--- config.mk ---
export PLATFORM = sky130hd
export DESIGN_NAME = alu_arbiter
export DESIGN_NICKNAME = d
export VERILOG_FILES = /design/src/rtl/alu_pkg.sv /design/src/rtl/alu_arbiter_rr_arb2.sv /design/src/rtl/alu_arbiter.sv
export SDC_FILE = /design/constraint.sdc
export NUM_CORES = 1
export LEC_CHECK = 0
export CORE_MARGIN = 4
export CORE_UTILIZATION = 40
export CTS_CLUSTER_SIZE = 30
export DETAILED_ROUTE_END_ITERATION = 7
export PLACE_DENSITY_LB_ADDON = 0.1
export SLEW_MARGIN = 20
export SYNTH_ARGS = -nofsm -noshare
export SYNTH_HDL_FRONTEND = slang
export SYNTH_SLANG_ARGS = --single-unit
--- constraint.sdc ---
create_clock -name clk -period 2.9 [get_ports clk]
set_clock_uncertainty 0.1 [all_clocks]
set_input_delay 0.58 -clock clk [delete_from_list [all_inputs] [get_ports clk]]
set_output_delay 0.58 -clock clk [all_outputs]
set_load 0.02 [all_outputs]
--- src/rtl/alu_pkg.sv ---
`default_nettype none
// ============================================================================
// Package     : alu_pkg
// Description : Shared ALU control codes, widths and arbiter state encoding.
// Revision    : 1.0 - initial release
// ============================================================================
package alu_pkg;

    localparam int XLEN   = 32;
    localparam int CTRL_W = 4;

    // ALU control codes; anything above ALU_CTRL_MAX is illegal.
    localparam logic [3:0] ALU_ADD      = 4'b0000;
    localparam logic [3:0] ALU_SUB      = 4'b0001;
    localparam logic [3:0] ALU_AND      = 4'b0010;
    localparam logic [3:0] ALU_OR       = 4'b0011;
    localparam logic [3:0] ALU_XOR      = 4'b0100;
    localparam logic [3:0] ALU_SLL      = 4'b0101;
    localparam logic [3:0] ALU_SRL      = 4'b0110;
    localparam logic [3:0] ALU_SRA      = 4'b0111;
    localparam logic [3:0] ALU_SLT      = 4'b1000;
    localparam logic [3:0] ALU_SLTU     = 4'b1001;
    localparam logic [3:0] ALU_CTRL_MAX = 4'b1001;

    // Arbiter sequencing states.
    typedef enum logic [1:0] {
        IDLE = 2'd0,
        EXEC = 2'd1,
        RESP = 2'd2
    } arb_state_e;

endpackage : alu_pkg
`default_nettype wire

--- src/rtl/alu_arbiter_rr_arb2.sv ---
`default_nettype none
// ============================================================================
// Module      : rr_arb2
// Description : Two-way round-robin picker. A lone requester wins outright;
//               on a tie the port that did not win last time is chosen.
// Revision    : 1.0 - initial release
// ============================================================================
module rr_arb2 (
    input  logic [1:0] valid_i,
    input  logic       last_id_i,
    output logic [1:0] grant_o,
    output logic       id_o
);

    // Pick the winner from the current request vector and the last grantee.
    always_comb begin
        grant_o = 2'b00;
        id_o    = 1'b0;
        case (valid_i)
            2'b01: begin
                grant_o = 2'b01;
                id_o    = 1'b0;
            end
            2'b10: begin
                grant_o = 2'b10;
                id_o    = 1'b1;
            end
            2'b11: begin
                grant_o = last_id_i ? 2'b01 : 2'b10;
                id_o    = ~last_id_i;
            end
            default: begin
                grant_o = 2'b00;
                id_o    = 1'b0;
            end
        endcase
    end

endmodule : rr_arb2
`default_nettype wire

--- src/rtl/alu_arbiter.sv ---
`default_nettype none
// ============================================================================
// Module      : alu_arbiter
// Description : Shares one external RV32I ALU between the execute stage
//               (port 0) and the address/branch-compare unit (port 1).
//               Operands are registered toward the ALU, the result is
//               captured one cycle later and held on a backpressured
//               response channel.
// Revision    : 1.0 - initial release
// ============================================================================
module alu_arbiter
    import alu_pkg::*;
#(
    parameter int XLEN   = alu_pkg::XLEN,
    parameter int CTRL_W = alu_pkg::CTRL_W
) (
    input  logic              clk,
    input  logic              rst_n,
    // Port 0 (execute stage)
    input  logic              r0_valid,
    output logic              r0_ready,
    input  logic [XLEN-1:0]   r0_a,
    input  logic [XLEN-1:0]   r0_b,
    input  logic [CTRL_W-1:0] r0_ctrl,
    // Port 1 (address/branch-compare unit)
    input  logic              r1_valid,
    output logic              r1_ready,
    input  logic [XLEN-1:0]   r1_a,
    input  logic [XLEN-1:0]   r1_b,
    input  logic [CTRL_W-1:0] r1_ctrl,
    // Response channel
    output logic              rsp_valid,
    input  logic              rsp_ready,
    output logic [XLEN-1:0]   rsp_result,
    output logic              rsp_id,
    output logic              rsp_err,
    // External ALU
    output logic [XLEN-1:0]   alu_a,
    output logic [XLEN-1:0]   alu_b,
    output logic [CTRL_W-1:0] alu_ctrl,
    input  logic [XLEN-1:0]   alu_result,
    // Status
    output logic              busy
);

    localparam logic [CTRL_W-1:0] CTRL_MAX = CTRL_W'(ALU_CTRL_MAX);

    arb_state_e        state_q;
    logic              last_id_q;
    logic              id_q;
    logic [XLEN-1:0]   alu_a_q;
    logic [XLEN-1:0]   alu_b_q;
    logic [CTRL_W-1:0] alu_ctrl_q;
    logic              rsp_valid_q;
    logic [XLEN-1:0]   rsp_result_q;
    logic              rsp_id_q;
    logic              rsp_err_q;

    logic [1:0]        grant;
    logic              win_id;
    logic              accept;
    logic              ctrl_legal;

    rr_arb2 u_rr_arb2 (
        .valid_i   ({r1_valid, r0_valid}),
        .last_id_i (last_id_q),
        .grant_o   (grant),
        .id_o      (win_id)
    );

    // Ready is offered only while idle, and only to the winning port; it is
    // also held low while reset is asserted so every output reads zero then.
    always_comb begin
        r0_ready   = rst_n && (state_q == IDLE) && grant[0];
        r1_ready   = rst_n && (state_q == IDLE) && grant[1];
        accept     = r0_ready || r1_ready;
        ctrl_legal = (alu_ctrl_q <= CTRL_MAX);
    end

    // Sequencer: accept one request, let the ALU settle for a cycle, then
    // hold the captured result until the consumer takes it.
    always_ff @(posedge clk or negedge rst_n) begin
        if (!rst_n) begin
            state_q      <= IDLE;
            last_id_q    <= 1'b1;
            id_q         <= 1'b0;
            alu_a_q      <= '0;
            alu_b_q      <= '0;
            alu_ctrl_q   <= '0;
            rsp_valid_q  <= 1'b0;
            rsp_result_q <= '0;
            rsp_id_q     <= 1'b0;
            rsp_err_q    <= 1'b0;
        end else begin
            case (state_q)
                IDLE: begin
                    if (accept) begin
                        alu_a_q    <= win_id ? r1_a    : r0_a;
                        alu_b_q    <= win_id ? r1_b    : r0_b;
                        alu_ctrl_q <= win_id ? r1_ctrl : r0_ctrl;
                        id_q       <= win_id;
                        last_id_q  <= win_id;
                        state_q    <= EXEC;
                    end
                end
                EXEC: begin
                    // Illegal codes never let ALU output escape.
                    rsp_result_q <= ctrl_legal ? alu_result : '0;
                    rsp_err_q    <= ~ctrl_legal;
                    rsp_id_q     <= id_q;
                    rsp_valid_q  <= 1'b1;
                    state_q      <= RESP;
                end
                RESP: begin
                    if (rsp_ready) begin
                        rsp_valid_q <= 1'b0;
                        state_q     <= IDLE;
                    end
                end
                default: begin
                    state_q <= IDLE;
                end
            endcase
        end
    end

    // Registered values drive the outputs directly.
    always_comb begin
        alu_a      = alu_a_q;
        alu_b      = alu_b_q;
        alu_ctrl   = alu_ctrl_q;
        rsp_valid  = rsp_valid_q;
        rsp_result = rsp_result_q;
        rsp_id     = rsp_id_q;
        rsp_err    = rsp_err_q;
        busy       = (state_q != IDLE);
    end

endmodule : alu_arbiter
`default_nettype wire

==> qor.log, run 1 <==
qor: status.run_status finished, final reports clean
qor: floorplan.placeable_core_region 10,980 µm²
qor: floorplan.die_area 13,110 µm²
qor: global_route.antenna_found_initial 0
qor: clock_tree.cts_sinks 107
qor: synth.syn-instance-count 339
qor: timing.fin_setup_tns 0 ns
qor: detailed_routing.dr_total_vias 4,114
qor: timing.grt_setup_unrepaired false
qor: power_and_ir_drop.switching_share 35.97%
qor: floorplan.start_util 41.31%
qor: clock_tree.cts_made_buffers 9
qor: job.maxcap_violations 0
qor: final_layout.instances_no_fill 745
qor: final_layout.diode_count 0
qor: clock_tree.clkLatencyLatePin 0.34 ns
qor: timing.post-route-min-period 2.792 ns
qor: critical_path.reg2reg_from state_q[1]
qor: synth.yosysWarnings 0
qor: place.place_inst 728
qor: timing.tightestPinTransition 0.9016 ns
qor: detailed_routing.detail_route.iter0.violations 289
qor: synth.synth_enable_flop_cells 0
qor: place.port_buffers 278
qor: synth.synth_async_sr_flop_share 100.0%
qor: clock_tree.root_buffer clkbuf_16
qor: critical_path.ff2ff_setup_slack 0.87 ns
qor: synth.synth.largest_area_cell dfrtp_1
qor: timing.finalHoldViolations 0
qor: final_layout.final_layout_size_suffix_gt1_share 5.124%
qor: critical_path.critical_path.slowest_cell clkdlybuf4s50_1
qor: critical_path.cp.required 2.22 ns
qor: synth.netlist_area 4537 µm²
qor: synth.post-synth-top-count-cell dfrtp_1
qor: synth.synth_top_cells_by_count dfrtp_1, o221a_1, or3_1, a22o_1, clkbuf_1
qor: timing.slew_violations 0
qor: detailed_routing.drt_pre_antenna_iters 4
qor: critical_path.list_of_cells_traversed_by_the_critical_path clkdlybuf4s50_1, a211o_2, inv_1, clkdlybuf4s50_1
qor: place.hpwlAfterDp 11.58 mm
qor: final_layout.final_instance_area 7637 µm²
qor: power_and_ir_drop.power.combinational.fraction 47.8%
qor: synth.yosys.area.top_type_share 58.47%
qor: critical_path.critical_path_depth 4
qor: critical_path.crit_buf_inv 3
qor: global_route.sum_of_overflow_across_all_layers_after_global_routing 0
qor: power_and_ir_drop.pwr-share-seq 35.2%
qor: timing.highest_achievable_clock_rate 0.3581 GHz
qor: synth.synth-seq-cells 107
qor: global_route.grt_use_total 24.35%
qor: final_layout.multiInputGateArea 1615 µm²
qor: critical_path.cp-start-kind input pin
qor: clock_tree.clk_pin_slew 0.07 ns
qor: critical_path.critical_path.most_common_cell clkdlybuf4s50_1
qor: synth.post_synth.cell_area_avg 13.38 µm²
qor: critical_path.critical_path_arrival 2.11 ns
qor: final_layout.final_core_util 69.54%
qor: power_and_ir_drop.cellInternalPower 4.544 mW
qor: timing.final_setup_viols 0
qor: detailed_routing.route.detailed.wl_per_inst 21.82 µm
qor: clock_tree.cts.path.max_buffers 2
qor: final_layout.finish.net_count 773
qor: clock_tree.tritoncts done
qor: floorplan.boundary_pin_count 279
qor: power_and_ir_drop.switching_power 2.552 mW
qor: synth.synthFlopType dfrtp_1
qor: floorplan.dieHeight 114.5 µm
qor: detailed_routing.route.detailed.drc 0
qor: detailed_routing.antenna_violating_nets_post_route 0
qor: critical_path.timing.critical_path.from r1_valid
qor: timing.timing.max_slew.rel_slack 39.89%
qor: final_layout.final-seq-area 2679 µm²
qor: synth.synth.net_count 512
qor: place.placed_area 7340 µm²
qor: floorplan.chipWidth 114.5 µm
qor: detailed_routing.route.detailed.vias_per_inst 5.522
qor: critical_path.regToRegEndpoint rsp_result[27]
qor: critical_path.crit_end r0_ready
qor: floorplan.placementRows 38
qor: detailed_routing.postRouteWirelength 16.26 mm
qor: power_and_ir_drop.clock_power_share 16.9%
qor: clock_tree.htree_num_levels 3
qor: critical_path.critical_path_class input pin to output pin
qor: critical_path.crit_path_end_kind output pin
qor: critical_path.critPathMaxFanout 3
qor: critical_path.logic_depth_of_the_worst_register_to_register_path 4
qor: critical_path.crit_path_max_incr_delay 0.61 ns
qor: worst_hold_path.hold_class input pin to asynchronous set/reset pin
qor: power_and_ir_drop.ir_worst_vdd 467.1 µV
qor: final_layout.synthesis_to_finish_area_growth 68.34%
qor: synth.netlist-cell-type-count 25
qor: final_layout.final.fill_count 802
qor: synth.synth_top_cells_by_area dfrtp_1, o221a_1, or3_1
qor: power_and_ir_drop.total_leakage_power 2.948 nW
qor: global_route.grt_pass1_vias 4,392
qor: synth.yosysSeqAreaShare 59.05%
qor: power_and_ir_drop.pwr_density_cell 929.1 nW/µm²
qor: global_route.grt_start_max_net_pins 71
qor: global_route.first_pass_grt_wire_length 24.61 mm
qor: timing.fraction_of_the_cycle_the_final_worst_path_needs 96.28%
qor: critical_path.critical_path.top_delay_family buffers and inverters
qor: place.finalWeightedCongestion 0.7426
==> cells by family (layout without fill, tap and decap cells) <==
| kind of cell | Yosys count | after routing | share of synthesized area [%] |
|---|---|---|---|
| compound gates | 110 | 110 | 24.54 |
| buf+inv | 44 | 310 | 5.406 |
| flops | 107 | 107 | 59.05 |
| simple gates | 78 | 78 | 11.00 |
==> sequential cells by signal, summed over array words and instances, names as in the netlist <==
name	count
rsp_valid	1
id_q	1
state_q	2
rsp_id	1
last_id_q	1
alu_b	32
rsp_err	1
rsp_result	32
alu_ctrl	4
alu_a	32
==> power groups by stage <==
stage	combinational [mW]	clock, mW	sequential, mW
after floorplan	0.889	0	3.21
after global placement	3.38	0	2.49
after detailed placement	3.43	0	2.50
after CTS	3.44	1.23	2.50
after global routing	3.58	1.28	2.59
final	3.39	1.20	2.50
==> layout by cell type (no fill, tap or decap), drive strengths merged, types with 2 or more instances in the layout <==
master	netlist	layout
nor2	3	3
inv	6	6
or3	68	68
dfrtp	106	106
clkdlybuf4s50	0	277
nand2b	2	2
buf	22	10
clkbuf	16	12
o21ai	2	2
nand2	3	3
clkinv	0	2
o221a	68	68
a22o	32	32
a21oi	3	3
==> metal layers <==
layer  routed length (µm)  GRT usage, %  vias up
li1                     -             -     1864
met1                 6193         29.47     2029
met2                 8243         41.79      196
met3                 1438         6.818       25
met4                  380         8.076        0
met5                    0             0        -
==> how the worst min path moves through the flow <==
stage	start	end	slack (ns)	cells past startpoint
6_report	rst_n	last_id_q	0.13	1
2_1_floorplan	rst_n	alu_a[0]	0.18	0
3_3_place_gp	rst_n	alu_b[19]	0.32	1
5_1_grt	rst_n	last_id_q	0.12	1
3_5_place_dp	rst_n	state_q[0]	0.32	1
4_1_cts	rst_n	last_id_q	0.11	1
==> final cells by class <==
class                           count  area share, %
Clock inverter                      4         0.6717
Sequential cell                   107          35.08
Inverter                            6         0.2949
Clock buffer                       12          3.096
Tap cell                          140          2.294
Multi-Input combinational cell    188          21.15
Timing Repair Buffer              288          37.42
==> what timing repair did <==
| item | 4_1_cts | 5_1_grt |
|---|---|---|
| buffers inserted | 0 | 0 |
| gates resized for setup | 0 | 0 |
| hold buffers | 1 | 0 |
| hold endpoints to repair | 6 | 0 |
==> worst register-to-register path, cell delays in order (launching register included) <==
cell,delay [ns]
dfrtp_1,0.46
nand2b_1,0.59
nor2_2,0.25
buf_4,0.36
a22o_1,0.21
==> stage by stage <==
step / power [mW] / worst slack, ns / hold WS, ns
after floorplan: 4.103 / 0.9022 / 0.1844
after global placement: 5.870 / 0.1252 / 0.3228
after detailed placement: 5.933 / 0.1240 / 0.3249
after CTS: 7.170 / 0.1135 / 0.1075
after global routing: 7.445 / 0.06039 / 0.1155
final: 7.096 / 0.1078 / 0.1255
Note: power is estimated with default switching activity, not from simulation.
==> run 2, diff against run 1 <==
Settings changed: CORE_UTILIZATION 40 to 43, GPL_TIMING_DRIVEN set to 0, HOLD_SLACK_MARGIN set to 0.15, SYNTH_HIERARCHICAL set to 1.
==> run 2 against run 1 <==
Net effect:
- maximum frequency down 1.7%
- highest routed layer unchanged
- flip-flop and latch count unchanged
- sequential power up 8.4%
- clock power about the same
- via count down 7.0%
- sequential share of layout area down 3.7 points
==> qor.log, run 2 <==
qor: status.run_status finished, final reports clean
qor: clock_tree.post_cts_buffers 0 [unchanged]
qor: power_and_ir_drop.switching_share 35.11% [-0.86 points]
qor: clock_tree.htree_num_levels 3 [unchanged]
qor: synth.netlist-cell-type-count 23 [-8.0%]
qor: place.port_buffers 278 [unchanged]
qor: clock_tree.tritoncts done
qor: critical_path.cp.required 2.22 ns [about the same]
qor: floorplan.placementRows 39 [+2.6%]
qor: clock_tree.cts_sinks 107 [unchanged]
qor: power_and_ir_drop.clock_power_share 14.1% [-2.8 points]
qor: critical_path.critPathMaxFanout 3 [unchanged]
qor: timing.fin_setup_tns 0 ns [unchanged]
qor: timing.timing.max_slew.rel_slack 79.77% [+40 points]
qor: power_and_ir_drop.pwr-share-seq 31.2% [-4.0 points]
qor: place.place_inst 743 [+2.1%]
qor: power_and_ir_drop.cellInternalPower 5.626 mW [+24%]
qor: detailed_routing.antenna_violating_nets_post_route 0 [unchanged]
qor: global_route.first_pass_grt_wire_length 23.57 mm [-4.2%]
qor: critical_path.critical_path_class input pin to output pin
qor: synth.synth_top_cells_by_area dfrtp_1, mux2_4, mux2_2
qor: synth.yosys.area.top_type_share 51.47% [-7.0 points]
qor: synth.yosysSeqAreaShare 51.98% [-7.1 points]
qor: timing.post-route-min-period 2.841 ns [+0.04903 ns]
qor: global_route.sum_of_overflow_across_all_layers_after_global_routing 0 [unchanged]
qor: synth.post_synth.cell_area_avg 16.06 µm² [+20%]
qor: timing.finalHoldWorstSlack 0.1969 ns [+0.07134 ns]
qor: final_layout.final_instance_area 8536 µm² [+12%]
qor: synth.synth.net_count 494 [-3.5%]
qor: global_route.grt_use_total 21.53% [-2.8 points]
qor: synth.synth_top_cells_by_count dfrtp_1, mux2_2, mux2_4, a22o_1, buf_2
qor: detailed_routing.postRouteWirelength 14.93 mm [-8.2%]
qor: global_route.grt_start_max_net_pins 45 [-37%]
qor: synth.synthFlopType dfrtp_1
qor: final_layout.final_common_cell clkdlybuf4s50_1
qor: synth.yosysWarnings 6 [+6]
qor: synth.synth_enable_flop_cells 0 [unchanged]
qor: timing.final_setup_viols 0 [unchanged]
qor: synth.post-synth-top-count-cell dfrtp_1
qor: synth.synth-seq-cells 107 [unchanged]
qor: global_route.grt_pass1_vias 4,331 [-1.4%]
qor: clock_tree.clk_pin_slew 0.06 ns [about the same]
qor: worst_hold_path.hold_class input pin to asynchronous set/reset pin
qor: power_and_ir_drop.power.total 8.670 mW [+22%]
qor: detailed_routing.route.detailed.vias_per_inst 5.017 [-9.1%]
qor: floorplan.placeable_core_region 11,560 µm² [+5.3%]
qor: job.maxcap_violations 0 [unchanged]
qor: detailed_routing.detail_route.iter0.violations 124 [-57%]
qor: floorplan.start_util 44.56% [+3.3 points]
qor: detailed_routing.route.detailed.drc 0 [unchanged]
qor: final_layout.layout.cells.most_common_list clkdlybuf4s50_1, dfrtp_1, mux2_2, mux2_4, a22o_1
qor: final_layout.synthesis_to_finish_area_growth 65.62%
qor: timing.tightestPinTransition 0.3034 ns [-0.5982 ns]
qor: final_layout.final_core_util 73.81% [+4.3 points]
qor: timing.setup_slack 0.05882 ns [-0.04903 ns]
qor: place.hpwlAfterDp 11.26 mm [-2.7%]
qor: timing.slew_violations 0 [unchanged]
qor: final_layout.finish.net_count 788 [+1.9%]
qor: synth.syn-instance-count 321 [-5.3%]
qor: clock_tree.root_buffer clkbuf_16
qor: place.dp_slack 0.001293 ns [-0.1227 ns]
qor: clock_tree.cts_made_buffers 9 [unchanged]
qor: power_and_ir_drop.ir_worst_vdd 552.0 µV [+18%]
qor: final_layout.final_layout_size_suffix_gt1_share 30.16% [+25 points]
qor: detailed_routing.route.detailed.wl_per_inst 19.57 µm [-10%]
qor: global_route.antenna_found_initial 0 [unchanged]
qor: clock_tree.cts.path.max_buffers 2 [unchanged]
qor: timing.fraction_of_the_cycle_the_final_worst_path_needs 97.97% [+1.7 points]
qor: place.finalWeightedCongestion 0.7682 [+3.4%]
qor: floorplan.chipWidth 117.5 µm [+2.6%]
qor: floorplan.dieHeight 117.5 µm [+2.6%]
qor: place.placed_area 8144 µm² [+11%]
qor: timing.finalHoldViolations 0 [unchanged]
qor: power_and_ir_drop.pwr_density_cell 1016 nW/µm² [+9.3%]
qor: synth.netlist_area 5154 µm² [+14%]
qor: final_layout.instances_no_fill 763 [+2.4%]
qor: timing.highest_achievable_clock_rate 0.3520 GHz [-1.7%]
qor: detailed_routing.dr_total_vias 3,828 [-7.0%]
qor: floorplan.boundary_pin_count 279 [unchanged]
qor: critical_path.cp-start-kind input pin
qor: final_layout.diode_count 0 [unchanged]
qor: power_and_ir_drop.switching_power 3.044 mW [+19%]
qor: clock_tree.clkLatencyLatePin 0.34 ns [about the same]
qor: power_and_ir_drop.power.combinational.fraction 54.7% [+6.9 points]
qor: synth.synth_async_sr_flop_share 100.0% [unchanged]
qor: critical_path.crit_path_end_kind output pin
qor: critical_path.critical_path_arrival 2.16 ns [+0.05 ns]
qor: floorplan.die_area 13,800 µm² [+5.3%]
qor: power_and_ir_drop.total_leakage_power 3.669 nW [+24%]
qor: detailed_routing.drt_pre_antenna_iters 4 [unchanged]
qor: synth.synth.largest_area_cell dfrtp_1
## run 2: cell types whose count changed after synthesis, sizes merged, moves of 2 or more
cell | before | now
mux2 | 0 | 139
o221a | 68 | 0
or3 | 68 | 0
clkbuf | 16 | 1
a21boi | 1 | 3
and3 | 0 | 2
inv | 6 | 4
nand2 | 3 | 1
## run 2: path summary, 6_finish.rpt
path / start / endpoint / slack (ns) / cells past startpoint
max: r0_valid / r0_ready / 0.06 / 4
min: rst_n / alu_a[2] / 0.20 / 3
max reg2reg: last_id_q / alu_b[9] / 0.90 / 5
min reg2reg: alu_a[14] / alu_a[14] / 0.41 / 1
max in group asynchronous: rst_n / alu_b[1] / 2.29 / 3
min in group clk: alu_a[14] / alu_a[14] / 0.41 / 1
## run 2: area by class of cell
| class | instances | area [µm²] |
|---|---|---|
| clock buffer | 9 | 225.2 |
| timing repair buffer | 283 | 2909 |
| multi-input combinational | 187 | 2220 |
| fill | 783 | 3029 |
| clock inverter | 7 | 68.82 |
| sequential | 107 | 2679 |
| tap | 143 | 178.9 |
| buffer | 23 | 240.2 |
| inverter | 4 | 15.01 |
## run 2: timing repair
item / in CTS / in global routing
hold endpoints to repair: 44 / 0
gates cloned: 0 / 0
pin swaps: 0 / 0
gates resized for setup: 1 / 1
hold buffers: 4 / 0
setup endpoints to repair: 1 / 1
## run 2: cells by family (layout without fill, tap and decap cells)
kind of cell	count (synthesis)	in the layout	share of synthesized area, %
mux	139	139	35.40
flops	107	107	51.98
buf+inv	27	326	4.952
simple gates	7	7	0.9226
compound gates	41	41	6.749
## run 2: per-layer routing
layer  up-vias  global-route usage (%)  wire, µm
met5         -                       0         0
met4         0                   8.791       386
met3        29                   6.872      1114
met2       155                   38.91      7936
met1      1889                   23.29      5492
li1       1755                       -         -
## run 2: power groups by stage
stage / logic [mW] / clock network (mW) / registers, mW
6_report: 4.74 / 1.22 / 2.71
5_1_grt: 4.96 / 1.30 / 2.80
4_1_cts: 4.80 / 1.24 / 2.71
3_5_place_dp: 4.74 / 0 / 2.71
3_3_place_gp: 4.68 / 0 / 2.68
2_1_floorplan: 1.69 / 0 / 3.57
## run 2: worst max-delay path, stage by stage
cell,delay (ns)
clkdlybuf4s50_1,0.51
a21boi_1,0.26
and3_1,0.19
clkdlybuf4s50_1,0.62
